## src/rtl/trifid_pkg.sv

```systemverilog
// Shared types and constants for the trifid block cipher.
package trifid_pkg;
  typedef logic [1:0] digit_t;

  typedef struct packed {
    digit_t layer;
    digit_t row;
    digit_t col;
  } triple_t;

  typedef enum logic {ST_FILL, ST_EMIT} state_t;

  localparam logic [7:0] DOT_ASCII  = 8'h2E;
  localparam triple_t    DOT_TRIPLE = 6'b100010;
  localparam int         PERIOD_MAX = 16;

  // sel 0/1/2 selects layer/row/col of a stored letter
  function automatic digit_t pick(triple_t t, logic [1:0] sel);
    case (sel)
      2'd0:    return t.layer;
      2'd1:    return t.row;
      default: return t.col;
    endcase
  endfunction
endpackage

```

## src/rtl/trifid_sym_lut.sv

```systemverilog
// Combinational symbol tables: ASCII -> (layer,row,col) and back.
module trifid_sym_lut
  import trifid_pkg::*;
(
  input  logic [7:0] ascii_i,
  output triple_t    triple_o,
  input  triple_t    triple_i,
  output logic [7:0] ascii_o
);
  // Letters A..Z in order; '.' is DOT_TRIPLE
  localparam triple_t TAB [26] = '{
    6'b101001, 6'b000110, 6'b001001, 6'b010101, 6'b100000, 6'b000000,
    6'b010001, 6'b100101, 6'b101010, 6'b000100, 6'b100110, 6'b011000,
    6'b010010, 6'b100001, 6'b001000, 6'b011001, 6'b101000, 6'b000001,
    6'b001010, 6'b011010, 6'b100100, 6'b010000, 6'b010110, 6'b000101,
    6'b000010, 6'b010100
  };

  logic [7:0] ofs;
  assign ofs = ascii_i - 8'h41;

  always_comb begin
    triple_o = DOT_TRIPLE;
    if (ascii_i >= 8'h41 && ascii_i <= 8'h5A) triple_o = TAB[ofs[4:0]];
  end

  always_comb begin
    ascii_o = DOT_ASCII;
    for (int i = 0; i < 26; i++)
      if (triple_i == TAB[i]) ascii_o = 8'(8'h41 + i);
  end
endmodule

```

## src/rtl/trifid_block_cipher.sv

```systemverilog
// Block trifid transposition over a valid/ready character stream.
// Optional decrypt datapath and port enabled by TRIFID_DECRYPT_EN.
module trifid_block_cipher
  import trifid_pkg::*;
#(
  parameter int PERIOD = 5
) (
  input  logic       clk,
  input  logic       rst_n,
  input  logic       in_valid,
  output logic       in_ready,
  input  logic [7:0] in_data,
  input  logic       in_last,
`ifdef TRIFID_DECRYPT_EN
  input  logic       decrypt,
`endif
  output logic       out_valid,
  input  logic       out_ready,
  output logic [7:0] out_data,
  output logic       out_last
);
  localparam int NW    = $clog2(PERIOD + 1);
  localparam int DEPTH = 1 << NW;
  typedef logic [NW-1:0] idx_t;

  state_t     state_q, state_d;
  logic       rdy_q;
  idx_t       n_q, n_d, e_q, e_d, ek_q, ek_d, ek_nx;
  logic [1:0] epl_q, epl_d, epl_nx;
  triple_t    buf_q [DEPTH];

  triple_t    in_tri, out_tri, enc_tri;
  logic [7:0] out_ascii;
  logic       in_acc, out_acc, close;
  idx_t       n_inc, n_last;

  trifid_sym_lut u_lut (
    .ascii_i  (in_data),
    .triple_o (in_tri),
    .triple_i (out_tri),
    .ascii_o  (out_ascii)
  );

  assign in_acc    = in_valid && rdy_q;
  assign n_inc     = n_q + idx_t'(1);
  assign n_last    = n_q - idx_t'(1);
  assign close     = in_acc && ((n_inc == idx_t'(PERIOD)) || in_last);
  assign in_ready  = rdy_q;
  assign out_valid = (state_q == ST_EMIT);
  assign out_last  = out_valid && (e_q == n_last);
  assign out_data  = out_valid ? out_ascii : 8'h00;
  assign out_acc   = out_valid && out_ready;

  always_ff @(posedge clk)
    if (in_acc) buf_q[n_q] <= in_tri;

  // Encrypt pointer is flat index 3j held as (plane, k); three wrap steps per output
  always_comb begin
    logic [1:0] pl;
    idx_t       k;
    logic [5:0] acc;
    pl  = epl_q;
    k   = ek_q;
    acc = '0;
    for (int i = 0; i < 3; i++) begin
      acc = {acc[3:0], pick(buf_q[k], pl)};
      if (k == n_last) begin
        pl = pl + 2'd1;
        k  = '0;
      end else begin
        k = k + idx_t'(1);
      end
    end
    enc_tri = acc;
    epl_nx  = pl;
    ek_nx   = k;
  end

`ifdef TRIFID_DECRYPT_EN
  // Decrypt pointers are flat indices j, n+j, 2n+j held as (k, digit)
  typedef logic [NW+1:0] dptr_t;
  logic    dec_q, dec_d;
  dptr_t   dp_q [3];
  dptr_t   dp_d [3];
  triple_t dec_tri;

  function automatic dptr_t dstep(dptr_t p);
    if (p[1:0] == 2'd2) return {p[NW+1:2] + idx_t'(1), 2'd0};
    return {p[NW+1:2], p[1:0] + 2'd1};
  endfunction

  always_comb begin
    dec_d = dec_q;
    for (int i = 0; i < 3; i++) dp_d[i] = dp_q[i];
    if (in_acc) begin
      if (n_q == '0) dec_d = decrypt;
      dp_d[1] = dstep(dp_q[1]);
      dp_d[2] = dstep(dstep(dp_q[2]));
    end else if (out_acc) begin
      for (int i = 0; i < 3; i++) dp_d[i] = out_last ? '0 : dstep(dp_q[i]);
    end
    dec_tri = {pick(buf_q[dp_q[0][NW+1:2]], dp_q[0][1:0]),
               pick(buf_q[dp_q[1][NW+1:2]], dp_q[1][1:0]),
               pick(buf_q[dp_q[2][NW+1:2]], dp_q[2][1:0])};
  end

  always_ff @(posedge clk) begin
    if (!rst_n) begin
      dec_q <= 1'b0;
      for (int i = 0; i < 3; i++) dp_q[i] <= '0;
    end else begin
      dec_q <= dec_d;
      for (int i = 0; i < 3; i++) dp_q[i] <= dp_d[i];
    end
  end

  assign out_tri = dec_q ? dec_tri : enc_tri;
`else
  assign out_tri = enc_tri;
`endif

  always_comb begin
    state_d = state_q;
    n_d     = n_q;
    e_d     = e_q;
    epl_d   = epl_q;
    ek_d    = ek_q;
    case (state_q)
      ST_FILL: if (in_acc) begin
        n_d = n_inc;
        if (close) state_d = ST_EMIT;
      end
      default: if (out_acc) begin
        if (out_last) begin
          state_d = ST_FILL;
          n_d     = '0;
          e_d     = '0;
          epl_d   = '0;
          ek_d    = '0;
        end else begin
          e_d   = e_q + idx_t'(1);
          epl_d = epl_nx;
          ek_d  = ek_nx;
        end
      end
    endcase
  end

  always_ff @(posedge clk) begin
    if (!rst_n) begin
      state_q <= ST_FILL;
      rdy_q   <= 1'b0;
      n_q     <= '0;
      e_q     <= '0;
      epl_q   <= '0;
      ek_q    <= '0;
    end else begin
      state_q <= state_d;
      rdy_q   <= (state_d == ST_FILL);
      n_q     <= n_d;
      e_q     <= e_d;
      epl_q   <= epl_d;
      ek_q    <= ek_d;
    end
  end
endmodule

```

## config.mk

```make
export PLATFORM = sky130hd
export DESIGN_NAME = trifid_block_cipher
export DESIGN_NICKNAME = d
export VERILOG_FILES = /design/src/rtl/trifid_pkg.sv /design/src/rtl/trifid_sym_lut.sv /design/src/rtl/trifid_block_cipher.sv
export SDC_FILE = /design/constraint.sdc
export NUM_CORES = 1
export LEC_CHECK = 0
export ABC_AREA = 1
export BUFFER_PORTS_ARGS = -buffer_cell sky130_fd_sc_hd__buf_4
export CAP_MARGIN = 20
export CORE_ASPECT_RATIO = 1.1
export CORE_MARGIN = 2
export CORE_UTILIZATION = 30
export DETAILED_ROUTE_END_ITERATION = 16
export HOLD_SLACK_MARGIN = 0.08
export PLACE_DENSITY = 0.41
export SLEW_MARGIN = 20
export SYNTH_ARGS = -nofsm -noshare
export SYNTH_HDL_FRONTEND = slang
export SYNTH_SLANG_ARGS = --single-unit
```

## constraint.sdc

```tcl
create_clock -name clk -period 8.2 [get_ports clk]
set_clock_uncertainty 0.15 [all_clocks]
set_input_delay 1.23 -clock clk [delete_from_list [all_inputs] [get_ports clk]]
set_output_delay 1.23 -clock clk [all_outputs]
set_load 0.05 [all_outputs]
```

==> results_dict.tcl, run 1 <==
set metrics [dict create \
    rows 49 \
    die_x_um 127 \
    drive_gt1_share_pct 11.3 \
    drv_cap 0 \
    drtIter0Drc 313 \
    placed_cells 898 \
    reg2reg_to "epl_q[0]" \
    cts-root-buf "clkbuf_16" \
    hold_depth 2 \
    initial_core_util_pct 30.5 \
    met1_usage_pct 23.7 \
    routedWlPerCell_um 17.5 \
    clock_latency_ps 340 \
    reg2regPathDepth 18 \
    fin_nets 736 \
    yosysWarningCount 0 \
    worstReg2RegStart "n_q[0]" \
    grt_first_pass_wirelength_um 25000 \
    slew_headroom_pct 46.6 \
    clock-sinks 64 \
    hold_buffers 0 \
    worstMarginPinSlew_ps 795 \
    synth_top_flop_cell "edfxtp_1" \
    period_share_pct 75.4 \
    gp_congestion 0.864 \
    grt_max_degree 51 \
    vias 4810 \
    layout_setup_ws_ps 2020 \
    grt_pass1_vias 4635 \
    cts.repair_timing.setup_buffer_count 0 \
    fp.dieArea_um2 17600 \
    cp.arrival_ps 4800 \
    setup_tns_ps 0 \
    hold_path.class "flop to flop" \
    ir_drop_uv 78.8 \
    post-route-util_pct 34.1 \
    syn_area_um2 4980 \
    criticalPathCategory "flop to primary output" \
    min_to "epl_q[1]" \
    clk_pin_slew_ps 60 \
    max_freq_mhz 162 \
    critPathMaxFanout 25 \
    crit_required_ps 6820 \
    stdcell_count 914 \
    cp-start-kind "flop" \
    synth_edf_count 48 \
    syn-num-nets 725 \
    portBuffers 22 \
    final_max_slew_viol_count 0 \
    ctsResizeCount 0 \
    syn_area_per_cell_um2 7.17 \
    synthDistinctLibCells 43 \
    p_leak_nw 2.41 \
    powerDensity_nw_per_um2 190 \
    avgViaCountPerCell 5.26 \
    die_y_um 139 \
    setup_viol_count_final 0 \
    stdcell_area_um2 5560 \
    cts_buffers 9 \
    async_flop_share_pct 0 \
    fillers 1743 \
    cts_buffer_depth 2 \
    antenna_found_initial 0 \
    final_antenna_net_count 0 \
    regToRegSetupSlack_ps 4290 \
    coreArea_um2 16300 \
    io_pins 24 \
    min_period_ps 6180 \
    drt-pass1-iter-count 5 \
    top_usage_layer "met2" \
    hpwl_um 12500 \
    grt-ovfl-total 0 \
    post_dp_cell_area_um2 5270 \
    grt_usage_pct 18.2 \
    outcome "finished clean" \
    wirelength_um 16000 \
    htreeDepth 3 \
    pre_cts_ws_ps 2420 \
    worstHoldStart "epl_q[1]" \
    endpoint_kind "primary output" \
    use_met3_pct 2.12 \
    synth_top_area_cell "edfxtp_1" \
    synth.top_cell.area_share_pct 29.0 \
    power_mw 1.05 \
    cts_tree "yes" \
    multiInputGateArea_um2 2720 \
    ys_seq_area_share_pct 35.4 \
    syn2layout_area_growth_pct 11.7 \
    use_met2_pct 31.2 \
    n_antenna_cell 0 \
    holdWs_ps 332 \
    hold_violations 0 \
    rsz0062_at_grt "false" \
    seq_area_um2 1760 \
    ys_ff_latch 64 \
    drc 0 \
    netlist_instances 694 \
    ys_top_cells_by_area "edfxtp_1 (29%), nand2_1 (11%), nand3_1 (9.4%)" \
]
-- where the power goes --
part	switching (mW)	internal (mW)	leakage, nW
clock	0.137	0.233	0.140
combinational	0.223	0.0966	1.72
sequential	0.00968	0.354	0.556
-- worst max-delay path by stage --
| stage | start | to | slack, ps | depth (start not counted) |
|---|---|---|---|---|
| 2_1_floorplan | n_q[0] | out_data[2] | 2380 | 27 |
| 3_3_place_gp | n_q[0] | out_data[2] | 2480 | 28 |
| 3_5_place_dp | n_q[0] | out_data[5] | 2420 | 27 |
| 4_1_cts | n_q[0] | out_data[5] | 2050 | 28 |
| 5_1_grt | n_q[0] | out_data[1] | 1580 | 28 |
| 6_report | n_q[0] | out_data[1] | 2020 | 27 |
-- Yosys cell counts (all sizes together) (7+ instances only) --
master / instances
a21oi: 50
buf: 17
clkbuf: 7
dfxtp: 16
edfxtp: 48
ha: 18
inv: 88
nand2: 153
nand3: 98
nand4: 9
nor2: 66
nor3: 11
o211ai: 15
o21ai: 54
xor2: 8
-- worst max-delay path: stages (launching register included) --
cell and delay (ps):
dfxtp_1 490, inv_1 160, ha_1 470, inv_2 100, nand2_1 80, nand2_1 60, nor2_2 140, nand2_4 110
nand2_1 160, inv_2 210, ha_1 370, nand2_2 230, inv_2 260, nand3_1 100, nand2_1 60, nand2_1 50
nand3_1 110, nand2_1 100, nor2_4 160, nor2_4 70, nand2_2 90, nor2_1 70, inv_2 50, nand2_1 60
nor4_1 230, nand4_1 130, nor2_1 130, buf_4 220
-- per-layer routing --
layer | routed length [µm] | up-vias | part of all wire, %
li1 | - | 2375 | -
met4 | 302 | 0 | 1.9
met3 | 605 | 20 | 3.8
met5 | 0 | - | 0
met2 | 7940 | 122 | 50
met1 | 7170 | 2293 | 45
-- state kept, by name, summed over array words and instances, names as in the netlist, named ones only --
| register | flops |
|---|---|
| in_ready | 1 |
| out_valid | 1 |
| buf_q | 48 |
| ek_q | 3 |
| n_q | 3 |
| e_q | 3 |
| epl_q | 2 |
-- final cells by class --
cell class	count	share of cell area, %
Tap cell	204	4.59
Inverter	94	6.35
Timing Repair Buffer	24	3.24
Multi-Input combinational cell	512	48.9
Clock buffer	10	4.12
Clock inverter	6	1.08
Sequential cell	64	31.7
-- placed cells by master (no fill, tap or decap), types with 15 or more instances in the layout --
cell,count
nand2_1,140
nand3_1,93
inv_1,75
nor2_1,60
a21oi_1,49
o21ai_0,49
edfxtp_1,48
buf_4,24
ha_1,18
dfxtp_1,16
o211ai_1,15
-- kinds of logic (layout without fill, tap and decap cells) --
group                      count (synthesis)  after routing  share of synthesized area [%]
buffers and inverters                    118            134                           9.96
xor gates and xnor gates                  12             12                           2.11
DFF                                       64             64                           35.4
adders and majority gates                 18             18                           4.53
and+or+nand+nor                          345            345                           32.2
other                                      1              1                         0.0754
AOI/OAI and AO/OA                        136            136                           15.7
No activity file was read; power rests on OpenSTA's default activity.
==> run 2: changes to the inputs <==
--- a/config.mk
+++ b/config.mk
@@ -13,7 +13,7 @@
 export CORE_UTILIZATION = 30
 export DETAILED_ROUTE_END_ITERATION = 16
 export HOLD_SLACK_MARGIN = 0.08
-export PLACE_DENSITY = 0.41
+export PLACE_DENSITY = 0.42
 export SLEW_MARGIN = 20
 export SYNTH_ARGS = -nofsm -noshare
 export SYNTH_HDL_FRONTEND = slang
==> constraint.sdc (replaced) <==
create_clock -name clk -period 5 [get_ports clk]
set_clock_uncertainty 0.15 [all_clocks]
set_input_delay 0.75 -clock clk [delete_from_list [all_inputs] [get_ports clk]]
set_output_delay 0.75 -clock clk [all_outputs]
set_load 0.05 [all_outputs]
==> run 2 against run 1 <==
Compared with the run above: critical path depth increased by 1; non-clock buffer count grew 33; highest routed layer unchanged; power rose by 96%; largest cell class unchanged; global-route usage rose by 0.22 points; die area unchanged; clock-buffer cell count unchanged; routed wire length grew 2.5%.
==> results_dict.tcl, run 2 (synthesized netlist as in run 1, its figures left out) <==
set metrics [dict create \
    outcome "finished clean" \
    drtIter0Drc 404 \
    coreArea_um2 16300 \
    routedWlPerCell_um 17.3 \
    crit_required_ps 4100 \
    hpwl_um 12400 \
    clk_pin_slew_ps 60 \
    clock-sinks 64 \
    stdcell_count 948 \
    registers.top_by_ff_count "buf_q" \
    hold_depth 2 \
    power_switching_mw 0.688 \
    ir_drop_uv 157 \
    cp.arrival_ps 4000 \
    worstHoldStart "epl_q[1]" \
    cts-root-buf "clkbuf_16" \
    cpPeakStageDelay_ps 360 \
    cts_buffer_depth 2 \
    criticalPathCategory "flop to primary output" \
    drv_cap 0 \
    fp.dieArea_um2 17600 \
    grt_first_pass_wirelength_um 25200 \
    grt_pass1_vias 4754 \
    die_y_um 139 \
    setup_viol_count_final 0 \
    portBuffers 22 \
    drive_gt1_share_pct 22.8 \
    post-route-util_pct 38.7 \
    placed_cells 914 \
    seq_area_um2 1770 \
    pre_cts_ws_ps 109 \
    grt_max_degree 34 \
    seq_power_share_pct 28.6 \
    clkPwrFrac_pct 37.3 \
    powerDensity_nw_per_um2 327 \
    reg2regPathDepth 19 \
    avgViaCountPerCell 5.20 \
    hold_buffers 0 \
    multiInputGateArea_um2 3080 \
    worstMarginPinSlew_ps 821 \
    cts_buffers 9 \
    n_antenna_cell 0 \
    final_antenna_net_count 0 \
    holdWs_ps 329 \
    p_sw_share_pct 33.3 \
    gp_congestion 0.892 \
    fin_nets 770 \
    min_period_ps 4900 \
    antenna_found_initial 0 \
    cts_tree "yes" \
    clock_latency_ps 340 \
    power_mw 2.07 \
    final_common_cell "nand2_1" \
    crit_top_cell "nand2_4" \
    vias 4931 \
    comb_power_share_pct 34.0 \
    grt-ovfl-total 0 \
    reg2reg_to "epl_q[0]" \
    grt_usage_pct 18.4 \
    rsz0062_at_grt "true" \
    htreeDepth 3 \
    rows 49 \
    crit_family "simple AND/OR/NAND/NOR gates" \
    endpoint_kind "primary output" \
    min_to "epl_q[1]" \
    worstReg2RegStart "n_q[1]" \
    hold_violations 0 \
    initial_core_util_pct 30.5 \
    crit_buf_inv 5 \
    critPathMaxFanout 7 \
    power.internal_mw 1.38 \
    die_x_um 127 \
    wirelength_um 16400 \
    p_leak_nw 2.70 \
    io_pins 24 \
    mostFrequentLayoutCells "nand2_1 (131), nand3_1 (81), inv_1 (71)" \
    fillers 1707 \
    final_max_slew_viol_count 0 \
    setup_tns_ps 0 \
    layout_setup_ws_ps 101 \
    slew_headroom_pct 44.9 \
    hold_path.class "flop to flop" \
    regToRegSetupSlack_ps 1920 \
    max_freq_mhz 204 \
    drc 0 \
    stdcell_area_um2 6310 \
    drt-pass1-iter-count 4 \
    post_dp_cell_area_um2 5410 \
    period_share_pct 98.0 \
    critPathSlowestCell "dfxtp_2" \
    syn2layout_area_growth_pct 26.9 \
    largest_register_ffs 48 \
    cp-start-kind "flop" \
]
[run 2: changes by cell type in the layout (fill, tap and decap cells not counted), moves of 6 or more]
| cell | change |
|---|---|
| buf_6 | +9 |
| nand2_4 | +7 |
| nand2_1 | -9 |
| nor2_2 | +6 |
| nor2_1 | -10 |
| nand3_1 | -12 |
| nand3_2 | +12 |
| buf_4 | +22 |
[run 2: timing repair]
item	in CTS	in global routing
resized for setup	15	74
endpoints found under the hold margin	0	0
setup endpoints to repair	7	7
pin swaps	3	36
setup buffers	3	15
cloned	0	1
[run 2: worst max path at each step]
stage | start | endpoint | depth (start not counted)
after floorplan | n_q[0] | out_data[2] | 27
after global placement | n_q[1] | out_data[1] | 23
after detailed placement | n_q[1] | out_data[1] | 23
after CTS | n_q[1] | out_data[1] | 25
after global routing | n_q[1] | out_data[0] | 28
final | n_q[1] | out_data[0] | 28
[run 2: cell type report]
| class | instances | share of cell area (%) |
|---|---|---|
| multi-input cells | 513 | 48.8 |
| inverters | 94 | 5.75 |
| flip-flops and latches | 64 | 28.0 |
| clock buffers | 10 | 3.63 |
| well taps | 204 | 4.04 |
| clock inverters | 6 | 2.08 |
| repair buffers | 57 | 7.71 |
[run 2: worst register-to-register path, stage by stage, from the launching register on]
cell	delay (ps)
dfxtp_2	360
inv_4	50
ha_4	300
inv_4	40
nand2_2	50
nand2_2	60
nor2_4	150
nand2_4	130
nand2_4	90
nand2_4	50
nand2_4	80
nand3_4	220
nand2_8	240
buf_4	150
a21oi_1	50
a21oi_1	250
nand2_1	190
a21oi_1	170
o21ai_0	120
a21oi_1	130
[run 2: layer usage]
layer | wire, µm | vias up | global-route usage (%)
li1 | - | 2447 | -
met1 | 7380 | 2304 | 23.2
met2 | 7870 | 144 | 31.5
met3 | 626 | 36 | 2.78
met4 | 542 | 0 | 7.40
met5 | 0 | - | 0
[run 2: power by group through the flow]
stage	Sequential [mW]	Combinational [mW]	Clock [mW]
after floorplan	0.601	0.415	0
after global placement	0.602	0.553	0
after detailed placement	0.602	0.549	0
after CTS	0.591	0.568	0.783
after global routing	0.593	0.770	0.811
final	0.592	0.703	0.771
